<file path="src/rtl/alu_issue_stage.sv">
`default_nettype none
// ============================================================================
// Module      : alu_issue_stage
// Description : Decodes MIPS instructions into ALU control/operands and
//               buffers them in an output register plus a skid register.
// Revision    : 1.0 - initial release
// ============================================================================
module alu_issue_stage (
    input  logic        clk,
    input  logic        reset,
    input  logic        flush,
    input  logic        in_valid,
    output logic        in_ready,
    input  logic [31:0] instr,
    input  logic [31:0] rs_data,
    input  logic [31:0] rt_data,
    input  logic        ex_ready,
    output logic        out_valid,
    output logic [1:0]  alu_op,
    output logic [5:0]  operation,
    output logic [4:0]  sa,
    output logic [31:0] operando_1,
    output logic [31:0] operando_2,
    output logic        illegal
);

    typedef struct packed {
        logic [1:0]  alu_op;
        logic [5:0]  operation;
        logic [4:0]  sa;
        logic [31:0] op1;
        logic [31:0] op2;
        logic        illegal;
    } entry_t;

    localparam logic [1:0] c_ALUOP_ADD = 2'b00;
    localparam logic [1:0] c_ALUOP_SUB = 2'b01;
    localparam logic [1:0] c_ALUOP_OPR = 2'b10;
    localparam logic [1:0] c_ALUOP_INV = 2'b11;

    function automatic entry_t decode(input logic [31:0] ins,
                                      input logic [31:0] rs,
                                      input logic [31:0] rt);
        entry_t      d;
        logic [5:0]  opc;
        logic [5:0]  fn;
        logic [31:0] sext;
        logic [31:0] zext;
        opc  = ins[31:26];
        fn   = ins[5:0];
        sext = {{16{ins[15]}}, ins[15:0]};
        zext = {16'h0000, ins[15:0]};
        d    = '0;
        if (opc == 6'b000000) begin
            d.alu_op    = c_ALUOP_OPR;
            d.operation = fn;
            d.sa        = ins[10:6];
            d.op1       = rs;
            d.op2       = rt;
            case (fn)
                6'b000000, 6'b000010, 6'b000011, 6'b000100, 6'b000110,
                6'b000111, 6'b100000, 6'b100001, 6'b100010, 6'b100011,
                6'b100100, 6'b100101, 6'b100110, 6'b100111, 6'b101010,
                6'b101011: d.illegal = 1'b0;
                default:   d.illegal = 1'b1;
            endcase
        end else if (opc == 6'b100011 || opc == 6'b101011) begin
            d.alu_op    = c_ALUOP_ADD;
            d.operation = 6'b100000;
            d.op1       = rs;
            d.op2       = sext;
        end else if (opc == 6'b000100 || opc == 6'b000101) begin
            d.alu_op    = c_ALUOP_SUB;
            d.operation = 6'b100010;
            d.op1       = rs;
            d.op2       = rt;
        end else if (opc[5:3] == 3'b001) begin
            // Logical immediates (ANDI..LUI range) zero-extend, arithmetic ones sign-extend
            d.alu_op    = c_ALUOP_OPR;
            d.operation = opc;
            d.op1       = rs;
            d.op2       = opc[2] ? zext : sext;
        end else begin
            d.alu_op    = c_ALUOP_INV;
            d.operation = 6'b111111;
            d.illegal   = 1'b1;
        end
        return d;
    endfunction

    entry_t w_dec;
    entry_t r_out;
    entry_t r_skid;
    logic   r_out_valid;
    logic   r_skid_valid;
    logic   w_in_fire;
    logic   w_out_fire;

    always_comb begin
        w_dec = decode(instr, rs_data, rt_data);
    end

    assign w_in_fire  = in_valid && !r_skid_valid;
    assign w_out_fire = r_out_valid && ex_ready;

    always_ff @(posedge clk) begin
        if (reset) begin
            r_out        <= '0;
            r_skid       <= '0;
            r_out_valid  <= 1'b0;
            r_skid_valid <= 1'b0;
        end else if (flush) begin
            r_out_valid  <= 1'b0;
            r_skid_valid <= 1'b0;
        end else if (!r_out_valid || w_out_fire) begin
            // Output slot free this cycle: the skid entry is older, so it goes first
            if (r_skid_valid) begin
                r_out        <= r_skid;
                r_out_valid  <= 1'b1;
                r_skid_valid <= 1'b0;
            end else if (w_in_fire) begin
                r_out        <= w_dec;
                r_out_valid  <= 1'b1;
            end else begin
                r_out_valid  <= 1'b0;
            end
        end else if (w_in_fire) begin
            r_skid       <= w_dec;
            r_skid_valid <= 1'b1;
        end
    end

    assign in_ready   = !r_skid_valid;
    assign out_valid  = r_out_valid;
    assign alu_op     = r_out.alu_op;
    assign operation  = r_out.operation;
    assign sa         = r_out.sa;
    assign operando_1 = r_out.op1;
    assign operando_2 = r_out.op2;
    assign illegal    = r_out.illegal;

    logic w_unused;
    assign w_unused = ^instr[25:16];

endmodule
`default_nettype wire
</file>
<file path="config.mk">
export PLATFORM = sky130hd
export DESIGN_NAME = alu_issue_stage
export DESIGN_NICKNAME = d
export VERILOG_FILES = /design/src/rtl/alu_issue_stage.sv
export SDC_FILE = /design/constraint.sdc
export NUM_CORES = 1
export LEC_CHECK = 0
export ABC_AREA = 1
export CAP_MARGIN = 15
export CORE_MARGIN = 2
export CORE_UTILIZATION = 50
export DETAILED_ROUTE_END_ITERATION = 8
export MAX_ROUTING_LAYER = met4
export PLACE_DENSITY = 0.82
export SLEW_MARGIN = 20
export SYNTH_ARGS = -nofsm -noshare
export SYNTH_HDL_FRONTEND = slang
export SYNTH_SLANG_ARGS = --single-unit
</file>
<file path="constraint.sdc">
create_clock -name clk -period 2.33 [get_ports clk]
set_input_delay 0.5825 -clock clk [delete_from_list [all_inputs] [get_ports clk]]
set_output_delay 0.5825 -clock clk [all_outputs]
set_load 0.03 [all_outputs]
</file>
Word level (Yosys, flattened, before mapping). Memories as Yosys holds them, arrays and structs flattened. Index checks and enable logic that the tools add are counted.

Memories kept: 1. Memory bits (read-only): 64. Logic and storage cells: 52. Latch bits: 0. RAM bits: 0. Bits in registers: 158.

Shift operators: 0. Reduce and logical (&&, ||, !) cells: 13. Div/mod/pow operators: 0. $add $sub $neg: 0. Multiplexer cells: 17. Multipliers: 0. Equality and inequality tests: 5. $lt $le $gt $ge: 0. Bitwise logic cells: 2.

Memories: (no name shown) (words 64, bits a word 1, rd ports 1, clocked after memory_dff 0, write ports 0, line 60) `case (fn)`.

Operator list (number): 64-bit two-way mux (3); 78-bit two-way mux (2); 65-bit two-way mux (1); 32-bit two-way mux (1); 8-bit two-way mux (3); 6-bit by 3-bit == test with 1-bit output (second input constant) (2); 6-bit == test (second input constant) (2); 7-bit two-way mux (1); 6-bit zero test (1); 3-bit AND reduction (2); 1-bit two-way mux (5); 5-bit two-way mux (1); 3-bit by 1-bit == test with 1-bit output (second input constant) (1); 1-bit logical OR (3); 3-bit OR reduction (1); 1-bit logical AND (2); 1-bit zero test (2); 1-bit inverter (2); 2-bit nonzero test (1); 2-bit OR reduction (1).

Longest topological paths before layout. Gate-level depths: netlist (run 1).

Depth after elaboration: 7. Mapped depth: 10. Mapped depth without buffers: 9.

Least setup slack after synthesis (run 1). OpenSTA, ideal clock, no wires.

Path type: input -> register. From: input reset. To: register r_out, in the netlist operando_2[15]. Arrival: 1.551 ns. Cell stages on the path: 6. Required time: 2.260 ns. Path buffers: 3. Path slack: 0.710 ns. Cells stage by stage: clkbuf_1 inv_1 clkbuf_1 clkbuf_1 o21ai_0 a21oi_1.

RTL lines: start: declaration (line 10) `input logic reset,`; end signal: assignment (line 118) `r_out <= r_skid;`; end signal: assignment (line 122) `r_out <= w_dec;`; end: declaration (line 92) `entry_t r_out;`.

Final worst setup path (run 1).
From: register r_skid_valid. To: output in_ready.

Cells in the longest elaborated chain, start to end: 1.

Ends and longest elaborated chain: start: declaration (line 95) `logic r_skid_valid;`; start signal: assignment (line 111) `r_skid_valid <= 1'b0;`; start signal: assignment (line 114) `r_skid_valid <= 1'b0;`; start signal: assignment (line 120) `r_skid_valid <= 1'b0;`; 1-bit zero test (line 133) `assign in_ready = !r_skid_valid;`; end: declaration (line 13) `output logic in_ready,`.

Every way passes these cells.

==> results of run 1 <==
==> registers in the layout (all words and copies together), names as in the netlist <==
| signal | cells |
|---|---|
| operando_1 | 32 |
| operation | 6 |
| alu_op | 2 |
| operando_2 | 32 |
| r_skid_valid | 1 |
| sa | 5 |
| r_skid | 78 |
| illegal | 1 |
| out_valid | 1 |
==> final timing paths <==
| path | from | end | slack (ns) | cells past startpoint |
|---|---|---|---|---|
| worst max register to register | r_skid_valid | operando_2[29] | 0.73 | 3 |
| worst min-delay path | r_skid[76] | r_skid[76] | 0.47 | 2 |
| worst min register to register | r_skid[76] | r_skid[76] | 0.47 | 2 |
| worst max-delay path | r_skid_valid | in_ready | 0.18 | 2 |
==> layout make-up <==
class	count	area, sq um	area share, %
Clock buffer	23	478	5.08
Clock inverter	9	108	1.14
Inverter	59	223	2.37
Multi-Input combinational cell	683	3120	33.1
Sequential cell	158	3160	33.6
Tap cell	176	220	2.34
Timing Repair Buffer	203	2100	22.3
==> per-stage QoR <==
stage / hold slack, ns / power [W] / cell area (sq um) / worst slack (ns) / utilization, %
floorplan: 0.441 / 0.00342 / 6880 / 0.710 / -
global placement: 0.452 / 0.00390 / 8820 / 0.108 / 66.1
detailed placement: 0.462 / 0.00391 / 8820 / 0.00272 / 66.1
CTS: 0.471 / 0.00664 / 9410 / 0.160 / 70.5
global route: 0.499 / 0.00685 / 9410 / 0.139 / 70.5
finish: 0.475 / 0.00662 / 9410 / 0.175 / 70.5
==> placed cells by master (no fill, tap or decap), types with 3 or more instances in the layout <==
cell,instances
a21oi_1,192
clkdlybuf4s50_1,170
nand2_1,169
dfxtp_1,157
o21ai_0,133
nor2_1,103
inv_1,55
nand3_1,52
o21ai_1,26
buf_4,21
clkbuf_16,17
buf_12,12
clkinv_2,4
inv_2,3
clkbuf_1,3
clkbuf_8,3
==> kinds of logic (layout without fill, tap and decap cells) <==
family	after synthesis	count (layout)	synth area share, %
buffers and inverters	139	294	8.64
and+or+nand+nor	331	331	19.7
AOI/OAI and AO/OA	352	352	25.7
DFF	158	158	46.0
==> worst max-delay path: stages (launching register included) <==
cell and delay [ns]:
dfxtp_2 0.33, clkinv_2 0.12, clkdlybuf4s50_1 0.70
==> report_power, final <==
part / switching (W) / total (W) / internal, W
clock network: 0.00109 / 0.00276 / 0.00166
registers: 0.0000552 / 0.00287 / 0.00281
logic: 0.000557 / 0.000997 / 0.000440
total: 0.00171 / 0.00662 / 0.00492
==> metal layers <==
metal  track usage, %  vias up  wire length (microns)
met5                -        -                      0
met4             9.99        0                    494
met3             5.83       38                   1330
met2             46.5      311                   9850
met1             35.7     3303                   8740
li1                 -     3540                      -
==> impl_results.md, run 1 <==
- Clock skew: 0.00726 ns
- Reg clk slew, reported paths: 0.06 ns
- EDFF count, synth: 0
- Yosys reg bits: 158
- # placed instances: 1279
- Layout cell share with drive strength beyond 1: 6.34%
- N_diodes: 0
- Cts hold-fix bufs: 0
- Most common cell in the synthesized netlist: a21oi_1
- Setup TNS: 0 ns
- NumNets Final: 1223
- Die Ht: 121 microns
- Filler instances: 1125
- Post-cts sizing count: 0
- Area share of the largest cell type after synthesis: 46.0%
- Most common library cells after synthesis: 192 x a21oi_1, 169 x nand2_1, 158 x dfxtp_1
- Largest net degree at the start of global routing: 88
- Cell count after synthesis: 980
- Via density: 5.49
- Post-synth ARST share: 0%
- Layout area overhead: 36.9%
- Vias: 7192
- Critical Path RT: 1.75 ns
- Avg WL per Cell: 15.6 microns
- Pwr per Cell Area: 704 nW/um^2
- Site row count: 42
- Synth warnings: 0
- Clk_lat worst skew: 0.42 ns
- Tcrit/Tclk final: 92.5%
- Top achievable clock speed: 464 MHz
- Predominant post-synthesis flop cell: dfxtp_1
- CTS sink cnt: 158
- H-tree depth: 4
- Slew headroom: 37.3%
- Outcome: complete, no violations
- Peak VDD IR: 0.000512 V
- Syn avg cell area: 7.02 sq um
- Post-synthesis sequential area ratio: 46.0%
- Worst Hold Class: reg -> reg
- Max_cap viols: 0
- Leakage: 4.11 nW
- Yosys top cell by area: dfxtp_1
- Core area: 13300 sq um
- Worst Path Max Fanout: 5
- Initial antenna violation count: 0
- TritonCTS clock tree: built
- Chip width: 121 microns
- CTS max path bufs: 2
- Synth Cell Area: 6880 sq um
- Final std cells w/o fill: 1311
- Post-synth cell types: 21
- Post-CTS setup buffer count: 0
- TritonCTS buffer count: 17
- Placer Congestion: 0.908
- Initial Utilization: 51.5%
- Die area: 14700 sq um
- DRT Pass-1 Iters: 5
- DRC Markers: 0
- Tmin final: 2.15 ns
- CTS root buf: clkbuf_16
- CP Capture Type: output port
- Worst slew pin tran: 0.940 ns
- Final Max Slew Viols: 0
- Arrival time worst endpoint: 1.57 ns
- Overflow after GRT: 0
- Post-route ant nets: 0
- IO Count: 181
- Setup violators final: 0
- Kind of critical path: reg -> out
- Total wire length: 20.4 mm
- Syn Nets: 1081
- Hpwl dp: 12.7 mm
- Final Hold Fails: 0
- Dominant cells by area after synthesis: dfxtp_1 46%, a21oi_1 14%, o21ai_0 9.7%, nand2_1 9.2%, nor2_1 5.6%
- GRT Util Overall: 28.7%
- I/O Buffers: 170
- RSZ-0062 raised after global routing: no
- Drt first-iter violations: 716
- Vias in the first global route: 6763
- Critical Path Source Type: flop
- Global-route wire length before repair: 32.9 mm
Power figures use the tool's default switching activity.
==> run 2: changes to the inputs <==
HOLD_SLACK_MARGIN = 0.02   (was not set)
==> results of run 2 <==
No change in the layout: final DEF, timing and power equal those of run 1.
==> run 3: changes to the inputs <==
CORE_MARGIN = 4   (was 2)
CORE_UTILIZATION = 49   (was 50)
PLACE_DENSITY = 0.8   (was 0.82)
clock period = 2 ns   (was 2.33 ns; I/O delays follow)
==> run 3 against run 2 <==
Against the previous run:
- hold slack got worse by 0.0074 ns
- first-iteration DRC count up 0.42%
- via count increased by 1.1%
- critical path type unchanged
- critical endpoint is now sa[1]
- largest power group unchanged
- highest routed layer unchanged
==> impl_results.md, run 3 (synthesized netlist as in run 1, its figures left out) <==
- Reg clk slew, reported paths: 0.06 ns (about the same)
- Worst slew pin tran: 0.946 ns (was 0.940 ns)
- Tmin final: 1.98 ns
- Cts hold-fix bufs: 0 (unchanged)
- CP bufs+invs: 1 (was 2)
- Slew headroom: 36.9% (was 37.3%)
- Reg area: 3160 sq um (unchanged)
- Crit-path cells: clkdlybuf4s50_1 (was clkinv_2 -> clkdlybuf4s50_1)
- Largest net degree at the start of global routing: 79 (was 88)
- Critical Path RT: 1.50 ns (was 1.75 ns)
- Most flops, register: r_skid (unchanged)
- Worst Path Max Fanout: 2 (was 5)
- CTS max path bufs: 2 (unchanged)
- Chip width: 126 microns (was 121 microns)
- Leakage: 4.34 nW (was 4.11 nW)
- N_diodes: 0 (unchanged)
- Area of the multi-input gates: 3120 sq um (unchanged)
- CP Capture Type: output port (unchanged)
- IO Count: 181 (unchanged)
- Setup violators final: 0 (unchanged)
- RSZ-0062 raised after global routing: no (unchanged)
- Post-CTS setup buffer count: 0 (unchanged)
- Outcome: complete, no violations (unchanged)
- Layout area overhead: 39.0% (was 36.9%)
- Vias: 7268 (was 7192)
- Total wire length: 20.8 mm (was 20.4 mm)
- Vias in the first global route: 7003 (was 6763)
- Design Area, Final: 9550 sq um (was 9410 sq um)
- Site row count: 43 (was 42)
- Clk_lat worst skew: 0.42 ns (about the same)
- Drt first-iter violations: 719 (was 716)
- Avg WL per Cell: 15.6 microns (about the same)
- DRC Markers: 0 (unchanged)
- CTS root buf: clkbuf_16 (unchanged)
- Arrival time worst endpoint: 1.48 ns (was 1.57 ns)
- Core area: 13800 sq um (was 13300 sq um)
- Post-route ant nets: 0 (unchanged)
- Slowest Stage Delay on Critical Path: 0.69 ns (was 0.70 ns)
- CP max stage cell: clkdlybuf4s50_1 (unchanged)
- Initial antenna violation count: 0 (unchanged)
- Filler instances: 1110 (was 1125)
- Fin util: 69.1% (was 70.5%)
- DRT Pass-1 Iters: 7 (was 5)
- Total power: 0.00750 W (was 0.00662 W)
- NumNets Final: 1242 (was 1223)
- CTS sink cnt: 158 (unchanged)
- TritonCTS clock tree: built (unchanged)
- Critical Path Source Type: flop (unchanged)
- Commonest cells after routing, fill and taps aside: 192 x a21oi_1, 169 x nand2_1, 158 x clkdlybuf4s50_1 (was 192 x a21oi_1, 170 x clkdlybuf4s50_1, 169 x nand2_1)
- Final Hold Fails: 0 (unchanged)
- Commonest non-fill, non-tap cell in the layout: a21oi_1 (unchanged)
- Worst Hold Class: reg -> reg (unchanged)
- Placer Congestion: 0.910 (was 0.908)
- I/O Buffers: 170 (unchanged)
- Tcrit/Tclk final: 98.8%
- Initial Utilization: 49.7% (was 51.5%)
- Die Ht: 126 microns (was 121 microns)
- Die area: 16000 sq um (was 14700 sq um)
- Area after DPL: 8990 sq um (was 8820 sq um)
- Hpwl dp: 13.5 mm (was 12.7 mm)
- TritonCTS buffer count: 17 (unchanged)
- Overflow after GRT: 0 (unchanged)
- Max FFs per register: 78 (unchanged)
- Peak VDD IR: 0.000553 V (was 0.000512 V)
- Kind of critical path: reg -> out (unchanged)
- Clock skew: 0.00683 ns (was 0.00726 ns)
- H-tree depth: 4 (unchanged)
- Delay-heaviest family, CP: buffers and inverters (unchanged)
- Top achievable clock speed: 506 MHz
- Global-route wire length before repair: 34.2 mm (was 32.9 mm)
- GRT Util Overall: 26.7% (was 28.7%)
- Via density: 5.46 (was 5.49)
- Final Max Slew Viols: 0 (unchanged)
- Pwr per Cell Area: 785 nW/um^2 (was 704 nW/um^2)
- Layout cell share with drive strength beyond 1: 7.90% (was 6.34%)
- Max_cap viols: 0 (unchanged)
-- run 3: cell count changes in the layout (fill, tap and decap cells not counted), sizes merged --
cell,change
dlygate4sd2,+1
buf,+20
clkinvlp,+3
dlymetal6s2s,+10
clkdlybuf4s50,-12
inv,-1
bufinv,-1
clkbuf,-3
-- run 3: worst paths after layout --
check	startpoint	end	slack (ns)	depth (start not counted)
setup / recovery	sa[1]	sa[1]	0.02	1
hold / removal	r_skid[76]	r_skid[76]	0.47	2
setup reg to reg	r_skid_valid	r_skid[12]	0.39	9
hold reg to reg	r_skid[76]	r_skid[76]	0.47	2
-- run 3: per-layer routing --
layer / vias up / GRT usage, % / wire, microns
met3: 47 / 5.77 / 1560
met2: 325 / 42.8 / 9950
met4: 0 / 10.3 / 592
met5: - / - / 0
li1: 3573 / - / -
met1: 3323 / 33.0 / 8720
-- run 3: power breakdown --
group	switching, W	leakage [nW]	total [W]	internal (W)
sequential	0.0000676	1.29	0.00335	0.00328
clock	0.00124	0.250	0.00297	0.00172
combinational	0.000655	2.80	0.00119	0.000537
total	0.00197	4.34	0.00750	0.00554
-- run 3: worst min-delay path, delay by kind of cell (launching register included) --
kind               cells  cell delay [ns]
AOI/OAI and AO/OA      1             0.05
DFF                    1             0.31
and+or+nand+nor        1             0.06
-- run 3: layout make-up --
| type | count | area share, % |
|---|---|---|
| sequential | 158 | 33.1 |
| multi-input combinational | 683 | 32.6 |
| timing repair buffer | 222 | 23.9 |
| clock buffer | 20 | 4.68 |
| tap | 180 | 2.36 |
| inverter | 59 | 2.33 |
| clock inverter | 10 | 0.956 |
-- run 3: what timing repair did --
action / CTS / global route
cloned: 0 / 0
endpoints found under the setup margin: 1 / 10
pin swaps: 0 / 0
resized for setup: 1 / 10
-- run 3: metrics by stage --
step	std cells	hold WS, ns	setup slack, ns	setup TNS [ns]
floorplan	980	0.441	0.442	0
CTS	1332	0.446	0.00391	0
finish	1332	0.467	0.0242	0
detailed placement	1302	0.457	-0.191	-13.31
global placement	1302	0.452	-0.111	-10.21
global route	1332	0.491	0.000422	0
